$ cat config.mk
export PLATFORM = sky130hd
export DESIGN_NAME = mem_bus_arbiter
export DESIGN_NICKNAME = d
export VERILOG_FILES = /design/src/rtl/mem_bus_arbiter.sv
export SDC_FILE = /design/constraint.sdc
export NUM_CORES = 1
export LEC_CHECK = 0
export ABC_AREA = 1
export BUFFER_PORTS_ARGS = -buffer_cell sky130_fd_sc_hd__buf_4
export CAP_MARGIN = 40
export CORE_ASPECT_RATIO = 0.6
export CORE_MARGIN = 1.5
export CORE_UTILIZATION = 49
export CTS_CLUSTER_SIZE = 30
export DETAILED_ROUTE_END_ITERATION = 10
export PLACE_DENSITY_LB_ADDON = 0.25
export SYNTH_ARGS = -nofsm -noshare
export SYNTH_HDL_FRONTEND = slang
export SYNTH_SLANG_ARGS = --single-unit
$ cat constraint.sdc
create_clock -name clock -period 2.55 [get_ports clock]
set_clock_uncertainty 0.1 [all_clocks]
set_input_delay 0.51 -clock clock [delete_from_list [all_inputs] [get_ports clock]]
set_output_delay 0.51 -clock clock [all_outputs]
set_load 0.02 [all_outputs]
$ cat src/rtl/mem_bus_arbiter.sv
// rtl/mem_bus_arbiter.sv - two-requester memory arbiter and fixed-window access sequencer
// Build option: define MEM_ARB_FIXED_PRIO_EN for fixed priority (requester 0 wins ties).
module mem_bus_arbiter #(
    parameter int unsigned ACCESS_CYCLES = 1,
    parameter int unsigned MEM_TOP       = 1023
) (
    input  logic        clock,
    input  logic        reset,
    input  logic        req0,
    input  logic        req1,
    input  logic        rw0,
    input  logic        rw1,
    input  logic [1:0]  size0,
    input  logic [1:0]  size1,
    input  logic [31:0] addr0,
    input  logic [31:0] addr1,
    input  logic [31:0] wdata0,
    input  logic [31:0] wdata1,
    output logic        gnt0,
    output logic        gnt1,
    output logic        done0,
    output logic        done1,
    output logic [31:0] rdata,
    output logic        err,
    output logic        m_en,
    output logic        m_rw,
    output logic [1:0]  m_size,
    output logic [31:0] mar,
    output logic [31:0] mdr,
    input  logic [31:0] dbus
);
    localparam logic [3:0]  CNT_LOAD = 4'(ACCESS_CYCLES);
    localparam logic [31:0] ADDR_TOP = 32'(MEM_TOP);

    typedef enum logic [1:0] {
        IDLE,
        ACCESS,
        DONE
    } state_t;

    state_t      state;
    logic        last;
    logic        owner;
    logic        err_pend;
    logic [3:0]  cnt;

    logic        any_req;
    logic        winner;
    logic        sel_rw;
    logic        sel_oor;
    logic [1:0]  sel_size;
    logic [31:0] sel_addr;
    logic [31:0] sel_wdata;

    always_comb begin
        any_req = req0 | req1;
`ifdef MEM_ARB_FIXED_PRIO_EN
        winner = ~req0;
`else
        winner = (req0 && req1) ? ~last : req1;
`endif
        sel_rw    = winner ? rw1    : rw0;
        sel_size  = winner ? size1  : size0;
        sel_addr  = winner ? addr1  : addr0;
        sel_wdata = winner ? wdata1 : wdata0;
        sel_oor   = sel_addr > ADDR_TOP;
    end

    // m_en is registered one cycle behind the ACCESS state, so the read
    // capture happens in DONE while the last enabled cycle is on the bus.
    always_ff @(posedge clock or negedge reset) begin
        if (!reset) begin
            state    <= IDLE;
            last     <= 1'b1;
            owner    <= 1'b0;
            err_pend <= 1'b0;
            cnt      <= 4'd0;
            gnt0     <= 1'b0;
            gnt1     <= 1'b0;
            done0    <= 1'b0;
            done1    <= 1'b0;
            err      <= 1'b0;
            m_en     <= 1'b0;
            m_rw     <= 1'b1;
            m_size   <= 2'b00;
            mar      <= 32'd0;
            mdr      <= 32'd0;
            rdata    <= 32'd0;
        end else begin
            gnt0  <= 1'b0;
            gnt1  <= 1'b0;
            done0 <= 1'b0;
            done1 <= 1'b0;
            err   <= 1'b0;
            case (state)
                IDLE: begin
                    if (any_req) begin
                        gnt0     <= ~winner;
                        gnt1     <= winner;
                        owner    <= winner;
                        last     <= winner;
                        m_rw     <= sel_rw;
                        m_size   <= sel_size;
                        mar      <= sel_addr;
                        mdr      <= sel_wdata;
                        cnt      <= CNT_LOAD;
                        err_pend <= sel_oor;
                        state    <= sel_oor ? DONE : ACCESS;
                    end
                end
                ACCESS: begin
                    m_en <= 1'b1;
                    if (cnt != 4'd0) begin
                        cnt <= cnt - 4'd1;
                    end
                    if (cnt <= 4'd1) begin
                        state <= DONE;
                    end
                end
                DONE: begin
                    m_en <= 1'b0;
                    if (m_rw && !err_pend) begin
                        rdata <= dbus;
                    end
                    done0    <= ~owner;
                    done1    <= owner;
                    err      <= err_pend;
                    err_pend <= 1'b0;
                    state    <= IDLE;
                end
                default: state <= IDLE;
            endcase
        end
    end
endmodule
Word level (Yosys, flattened, before mapping)

Cells that the tools add are included.

Add/sub/neg operators: 1
Reduce and logical (&&, ||, !) cells: 13
Divide/modulo/power cells: 0
Magnitude comparators: 2
Bitwise logic cells: 4
Shift-type cells: 0
$mul: 0
Eq/ne operators: 5
Muxes and demuxes: 22

Operators by type and width:

| operator             | count |
|---|---|
| $mux 32              | 2 |
| $gt 32x10->1 const B | 1 |
| $mux 1               | 10 |
| $mux 2               | 4 |
| $mux 4               | 2 |
| $pmux 4 s2           | 1 |
| $reduce_and 2->1     | 4 |
| $ne 2x2->1 const B   | 3 |
| $reduce_bool 2->1    | 3 |
| $le 4x1->1 const B   | 1 |
| $pmux 1 s2           | 2 |
| $pmux 2 s2           | 1 |
| $reduce_bool 4->1    | 1 |
| $sub 4x1->4 const B  | 1 |
| $not 1->1            | 3 |
| $reduce_and 3->1     | 1 |
| $eq 2x1->1 const B   | 1 |
| $eq 2x2->1 const B   | 1 |
| $logic_and 1x1->1    | 2 |
| $logic_not 2->1      | 1 |
| $logic_not 1->1      | 1 |
| $or 1x1->1           | 1 |

Register bits: 114
Bits of input ports: 170
Memory bits (writable): 0
Bits in latches: 0
ROM bits: 0
Memories kept: 0

Longest topological paths before layout

Gate-level depths: netlist (run 1).

Word-level depth: 7
Depth in mapped cells: 12

Least setup slack after synthesis (run 1)

No wires, ideal clock.

Path kind: reg2reg
Start point: reg state[0]
End point: reg rdata[0]
Clock period less this slack: 1.657 ns
Path buffers: 1
Setup time: 0.125 ns
Arrival time: 1.432 ns
Setup slack: 0.893 ns
Stages on the path, launching flop included: 8
Required time: 2.325 ns
Cell sequence: dfrtp_1 inv_1 ha_1 inv_1 nor2_1 nand2_1 buf_2 mux2_2

Cells in the longest elaborated chain, start to end: 2

RTL lines:

| element                           | line | source |
|---|---|---|
| from (decl)                       | 41   | `state_t state;` |
| from (signal assigned)            | 108  | `state <= sel_oor ? DONE : ACCESS;` |
| $eq 2x2->1                        | 95   | `case (state)` |
| $reduce_and 2->1 (no source line) | -    |  |
| to (signal assigned)              | 123  | `rdata <= dbus;` |
| to (decl)                         | 23   | `output logic [31:0] rdata,` |

No other way between the ends.
A chain may end at the register's enable or synchronous reset.

Worst setup path in the final report (run 1)

Start point: reg state[1]
End point: reg mdr[0]

Cells in the longest elaborated chain, start to end: 2

RTL lines:

| element                           | line | source |
|---|---|---|
| $logic_not 2->1                   | 95   |  |
| $reduce_and 2->1 (no source line) | -    |  |
| to (signal assigned)              | 105  | `mdr <= sel_wdata;` |
| to (decl)                         | 29   | `output logic [31:0] mdr,` |

No other way between the ends.

==> results of run 1 <==
state kept, by name, indices dropped and copies added, names as in the netlist, 2 cells and up:
signal  flops
mar        32
mdr        32
rdata      32
cnt         4
m_size      2
state       2
critical path, delay by kind of cell (launching register included):
family | cells | cell delay (ps)
fa+ha+maj | 1 | 320
buf+inv | 3 | 670
flops | 1 | 410
simple gates | 1 | 100
compound gates | 2 | 410
cell usage in the layout, fill, tap and decap left out, types with 2 or more instances in the layout:
master,n
o21ai_1,21
nand3b_1,8
dfrtp_1,112
clkinv_4,2
inv_1,21
nand3_1,21
ha_1,5
bufinv_16,5
nor2_1,68
o21ai_0,62
a21oi_1,2
clkinv_2,3
clkbuf_16,17
nand2_1,152
nand2_2,3
dfstp_2,2
clkinvlp_4,4
a31oi_1,14
o211ai_1,2
buf_4,279
buf_12,2
nor2_2,2
mux2_2,32
final timing paths:
check,from,slack (ps),end
max in group asynchronous,reset,1780,rdata[5]
setup reg to reg,state[1],420,mdr[0]
hold reg to reg,owner,350,done0
min in group clock,size0[0],210,m_size[0]
setup / recovery,state[1],420,mdr[0]
hold / removal,reset,30,mar[17]
final cells by class:
| class | count | area share |
|---|---|---|
| Timing Repair Buffer | 281 | 0.270 |
| Clock buffer | 18 | 0.0542 |
| Tap cell | 135 | 0.0213 |
| Inverter | 23 | 0.0112 |
| Sequential cell | 114 | 0.361 |
| Multi-Input combinational cell | 397 | 0.256 |
| Clock inverter | 14 | 0.0269 |
logic make-up after synthesis:
kind of cell	share of synthesized area
and+or+nand+nor	0.205
DFF	0.552
AOI/OAI and AO/OA	0.102
buffers and inverters	0.0549
muxes	0.0716
adders and majority gates	0.0121
xor gates and xnor gates	0.00169
power groups by stage:
stage	sequential [mW]	combinational [mW]	clock (mW)
6_report	2.89	3.34	2.58
5_1_grt	2.96	3.58	2.70
4_1_cts	2.88	3.36	2.62
3_5_place_dp	2.89	3.34	0
3_3_place_gp	2.86	3.26	0
2_1_floorplan	3.63	1.03	0
metrics by stage:
| stage | total power, mW | hold slack (ps) |
|---|---|---|
| after detailed placement | 6.23 | 343 |
| after global placement | 6.12 | 339 |
| final | 8.81 | 31.5 |
| after floorplan | 4.66 | 114 |
| after CTS | 8.86 | 104 |
| after global routing | 9.24 | 130 |
metal layers:
layer  wire (microns)  track usage  vias to the layer above
met5                0            0                        -
met4              416        0.120                        0
met3             1350       0.0751                       40
met2             7970        0.483                      264
met1             6020        0.337                     2424
li1                 -            -                     2387
==> flow_metrics.py, run 1 <==
metrics = {
    "outcome": {
        "status": "finished, final reports clean",
    },
    "power": {
        "p_leak_nw": 4.03,
        "swShare": 0.353,
        "clkPwrFrac": 0.293,
        "ir_worst_vdd_mv": 0.732,
        "pwr-share-seq": 0.327,
        "comb_power_share": 0.380,
        "p_sw_mw": 3.11,
        "p_per_area_mw_per_mm2": 1110,
        "intPower_mw": 5.70,
    },
    "timing": {
        "fin_crit_sh": 0.834,
        "rsz0062_at_grt": "false",
        "tns_ps": 0,
        "period_minus_slack_ps": 2130,
        "fmax_mhz": 470,
        "finalHoldViolCount": 0,
        "setup_viol": 0,
        "drv_slew": 0,
        "fin_ws_ps": 425,
        "worstMarginPinSlew_ps": 643,
        "relSlewSlack": 0.571,
    },
    "clocking": {
        "cts_tree": "built",
        "cts_setup_buffers": 0,
        "cts_resized": 0,
        "root_buffer": "clkbuf_16",
        "cts_buffer_depth": 2,
        "cts_sinks": 114,
        "path_clk_slew_ps": 50,
        "ctsHoldBuffers": 0,
        "clk_latency_ps": 400,
        "cts_buffers": 17,
        "h-tree-depth": 4,
    },
    "critical_path": {
        "crit_arrival_ps": 2320,
        "crit_required_ps": 2740,
        "cpPeakStageDelay_ps": 410,
        "crit_slowest_cell": "dfrtp_1",
        "cp_max_fo": 43,
        "path_cells": "inv_1, ha_1, nand2_2, inv_2, buf_12, o21ai_0, o21ai_0",
        "cp-start-kind": "register",
        "endpoint_kind": "register",
        "crit_top_cell": "o21ai_0",
        "criticalPathCategory": "reg -> reg",
        "r2r_cells": 7,
    },
    "global_route": {
        "grt_pass1_vias": 4901,
        "grt_usage": 0.280,
        "gr-total-overflow": 0,
        "grt_max_degree": 115,
        "grt_pass1_wl_mm": 24.2,
        "antenna_found_initial": 0,
    },
    "place": {
        "gp_congestion": 0.903,
        "place_inst": 950,
        "dpl_cell_area_sq_mm": 0.00728,
        "io_buffer_count": 274,
        "pre_cts_ws_ps": 414,
        "dp_hpwl_mm": 11.0,
    },
    "die": {
        "core_sq_mm": 0.0101,
        "initial_utilization": 0.514,
        "fp.dieW_microns": 136,
        "rows": 28,
        "dieArea_sq_mm": 0.0112,
        "pin_count": 275,
        "die_y_microns": 82.6,
    },
    "final_layout": {
        "fillers": 674,
        "synthToLayoutAreaGrowth_pct": 53.2,
        "final_cells": 982,
        "fin_area_sq_mm": 0.00792,
        "fin_util": 0.788,
        "nets": 1009,
        "multiInputGateArea_sq_mm": 0.00203,
        "seq_area_sq_mm": 0.00286,
        "drive_gt1_frac": 0.419,
        "diodes": 0,
    },
    "routing": {
        "first_pass_iters": 5,
        "vias_per_cell": 5.21,
        "final_antenna_net_count": 0,
        "vias": 5115,
        "drc": 0,
        "drt-initial-drc-count": 375,
        "wl_per_cell_microns": 16.0,
        "drt-total-wl_mm": 15.8,
    },
    "logic_synthesis": {
        "synthDominantCellAreaShare": 0.542,
        "synth_nets": 741,
        "synthFlopType": "dfrtp_1",
        "synthTopCellsByCount": "152 x nand2_1, 112 x dfrtp_1, 68 x nor2_1, 62 x o21ai_0, 32 x mux2_2",
        "synth.area.top_cells": "dfrtp_1 54%, nand2_1 11%, mux2_2 7.0%",
        "yosysMostFrequentCell": "nand2_1",
        "async_flop_share": 1.00,
        "synth_warnings": 0,
        "netlist_area_sq_mm": 0.00517,
        "syn_area_per_cell_sq_um": 9.13,
        "yosysTopAreaCell": "dfrtp_1",
        "yosysSeqAreaShare": 0.552,
        "yosys_register_bits": 114,
        "synth_cell_types": 29,
        "synth_edf_count": 0,
        "syn_inst": 566,
    },
    "flow_run": {
        "maxCapViolCount": 0,
    },
    "worst_hold_path": {
        "hp-class": "in -> async",
    },
}
No activity file was read; power rests on OpenSTA's default activity.
==> run 2: changes to the inputs <==
--- a/config.mk
+++ b/config.mk
@@ -10,7 +10,7 @@
 export CAP_MARGIN = 40
 export CORE_ASPECT_RATIO = 0.6
 export CORE_MARGIN = 1.5
-export CORE_UTILIZATION = 49
+export CORE_UTILIZATION = 41
 export CTS_CLUSTER_SIZE = 30
 export DETAILED_ROUTE_END_ITERATION = 10
 export PLACE_DENSITY_LB_ADDON = 0.25
==> constraint.sdc (replaced) <==
create_clock -name clock -period 1.8 [get_ports clock]
set_clock_uncertainty 0.1 [all_clocks]
set_input_delay 0.36 -clock clock [delete_from_list [all_inputs] [get_ports clock]]
set_output_delay 0.36 -clock clock [all_outputs]
set_load 0.02 [all_outputs]
==> flow_metrics.py, run 2 (synthesized netlist as in run 1, its figures left out) <==
metrics = {
    "clocking": {
        "cts_buffer_depth": 2,
        "cts_buffers": 17,
        "clk_latency_ps": 410,
        "h-tree-depth": 4,
        "path_clk_slew_ps": 60,
        "root_buffer": "clkbuf_16",
        "cts_sinks": 114,
        "cts_tree": "built",
    },
    "routing": {
        "vias": 5098,
        "drt-initial-drc-count": 403,
        "wl_per_cell_microns": 15.9,
        "drc": 0,
        "first_pass_iters": 4,
        "drt-total-wl_mm": 16.4,
        "vias_per_cell": 4.95,
        "final_antenna_net_count": 0,
    },
    "die": {
        "fp.dieW_microns": 148,
        "initial_utilization": 0.424,
        "rows": 31,
        "dieArea_sq_mm": 0.0133,
        "core_sq_mm": 0.0122,
        "die_y_microns": 90.0,
        "pin_count": 275,
    },
    "critical_path": {
        "crit_slowest_cell": "dfstp_2",
        "endpoint_kind": "register",
        "cp_num_buf_inv": 1,
        "crit_top_cell": "nand2_1",
        "crit_required_ps": 1990,
        "cpPeakStageDelay_ps": 580,
        "criticalPathCategory": "reg -> reg",
        "crit_arrival_ps": 1940,
        "cp_max_fo": 11,
        "path_delay_family": "simple AND/OR/NAND/NOR gates",
        "path_cells": "nand2_8, buf_6, nand3_1, nand2_1, nor2_1, nand3_1, nor2_2, nand2_1, nand2_1, nand2_1",
        "cp-start-kind": "register",
    },
    "flow_run": {
        "maxCapViolCount": 0,
    },
    "timing": {
        "drv_slew": 0,
        "finalHoldViolCount": 0,
        "relSlewSlack": 0.780,
        "period_minus_slack_ps": 1750,
        "fmax_mhz": 570,
        "fin_crit_sh": 0.975,
        "fin_ws_ps": 45.4,
        "tns_ps": 0,
        "rsz0062_at_grt": "true",
        "worstMarginPinSlew_ps": 330,
        "setup_viol": 0,
    },
    "place": {
        "gp_congestion": 0.913,
        "io_buffer_count": 274,
        "pre_cts_ws_ps": -19.8,
        "dp_hpwl_mm": 11.7,
    },
    "worst_hold_path": {
        "hp-class": "in -> reg",
    },
    "outcome": {
        "status": "finished, final reports clean",
    },
    "power": {
        "ir_worst_vdd_mv": 0.707,
        "p_per_area_mw_per_mm2": 1520,
        "power_mw": 12.5,
        "p_leak_nw": 4.15,
    },
    "final_layout": {
        "drive_gt1_frac": 0.442,
        "fillers": 963,
        "mostFrequentLayoutCells": "284 x buf_4, 148 x nand2_1, 112 x dfrtp_1",
        "diodes": 0,
        "nets": 1027,
        "seq_area_sq_mm": 0.00286,
        "multiInputGateArea_sq_mm": 0.00210,
        "synthToLayoutAreaGrowth_pct": 59.1,
        "final_common_cell": "buf_4",
        "largestRegisters": "mar: 32 flops, mdr: 32 flops, rdata: 32 flops",
    },
    "global_route": {
        "grt_usage": 0.241,
        "grt_max_degree": 64,
        "grt_pass1_wl_mm": 25.3,
        "grt_pass1_vias": 5008,
        "antenna_found_initial": 0,
        "gr-total-overflow": 0,
    },
}
## run 2: cell types whose count changed in the layout (fill, tap and decap cells not counted), moves of 3 or more
| cell | delta |
|---|---|
| nand2_1 | -4 |
| buf_4 | +5 |
| nand2_2 | +3 |
| buf_12 | +4 |
| buf_6 | +3 |
| inv_6 | +4 |
## run 2: metal layers
metal | part of all wire | global-route usage
met5 | 0 | 0
met2 | 0.48 | 0.389
met3 | 0.081 | 0.0741
met1 | 0.42 | 0.309
met4 | 0.018 | 0.0792
## run 2: stage by stage
step | hold slack [ps] | util | cells | area (sq um)
after floorplan | -35.6 | - | 566 | 5170
after global placement | 79.9 | 0.609 | 987 | 7420
after detailed placement | 80.5 | 0.609 | 987 | 7420
after CTS | 37.1 | 0.661 | 1020 | 8050
after global routing | 50.7 | 0.675 | 1030 | 8230
final | 52.1 | 0.675 | 1030 | 8230
## run 2: where the power goes
group | internal, mW | switching (mW) | total, mW
clock network | 2.23 | 1.25 | 3.48
registers | 3.52 | 0.561 | 4.08
logic | 2.26 | 2.69 | 4.95
total | 8.01 | 4.51 | 12.5
## run 2: area by class of cell
type                       count  area share
clock inverter                14      0.0216
timing repair inverter         1    0.000913
timing repair buffer         296       0.285
clock buffer                  18      0.0534
inverter                      23      0.0116
sequential                   114       0.347
multi-input combinational    399       0.255
tap                          165      0.0251
## run 2: path summary, 6_finish.rpt
path / startpoint / endpoint / slack [ps] / cells after the start
worst min-delay path: size0[0] / m_size[0] / 50 / 3
min in group asynchronous: reset / gnt1 / 200 / 2
max in group asynchronous: reset / m_rw / 840 / 3
worst max register to register: last / state[1] / 50 / 10
worst min register to register: owner / done0 / 360 / 1
worst max-delay path: last / state[1] / 50 / 10
## run 2: worst min-delay path, delay by kind of cell
| kind | cells | cell delay (ps) |
|---|---|---|
| and+or+nand+nor | 2 | 90 |
| buffers and inverters | 1 | 80 |
## run 2: timing repair
action                                 4_1_cts  5_1_grt
hold buffers                                 1        0
buffers inserted                             0        4
resized for setup                            1       15
endpoints found under the hold margin      112        0
setup endpoints to repair                    3       49
pin swaps                                    0        7
gates cloned                                 0        6
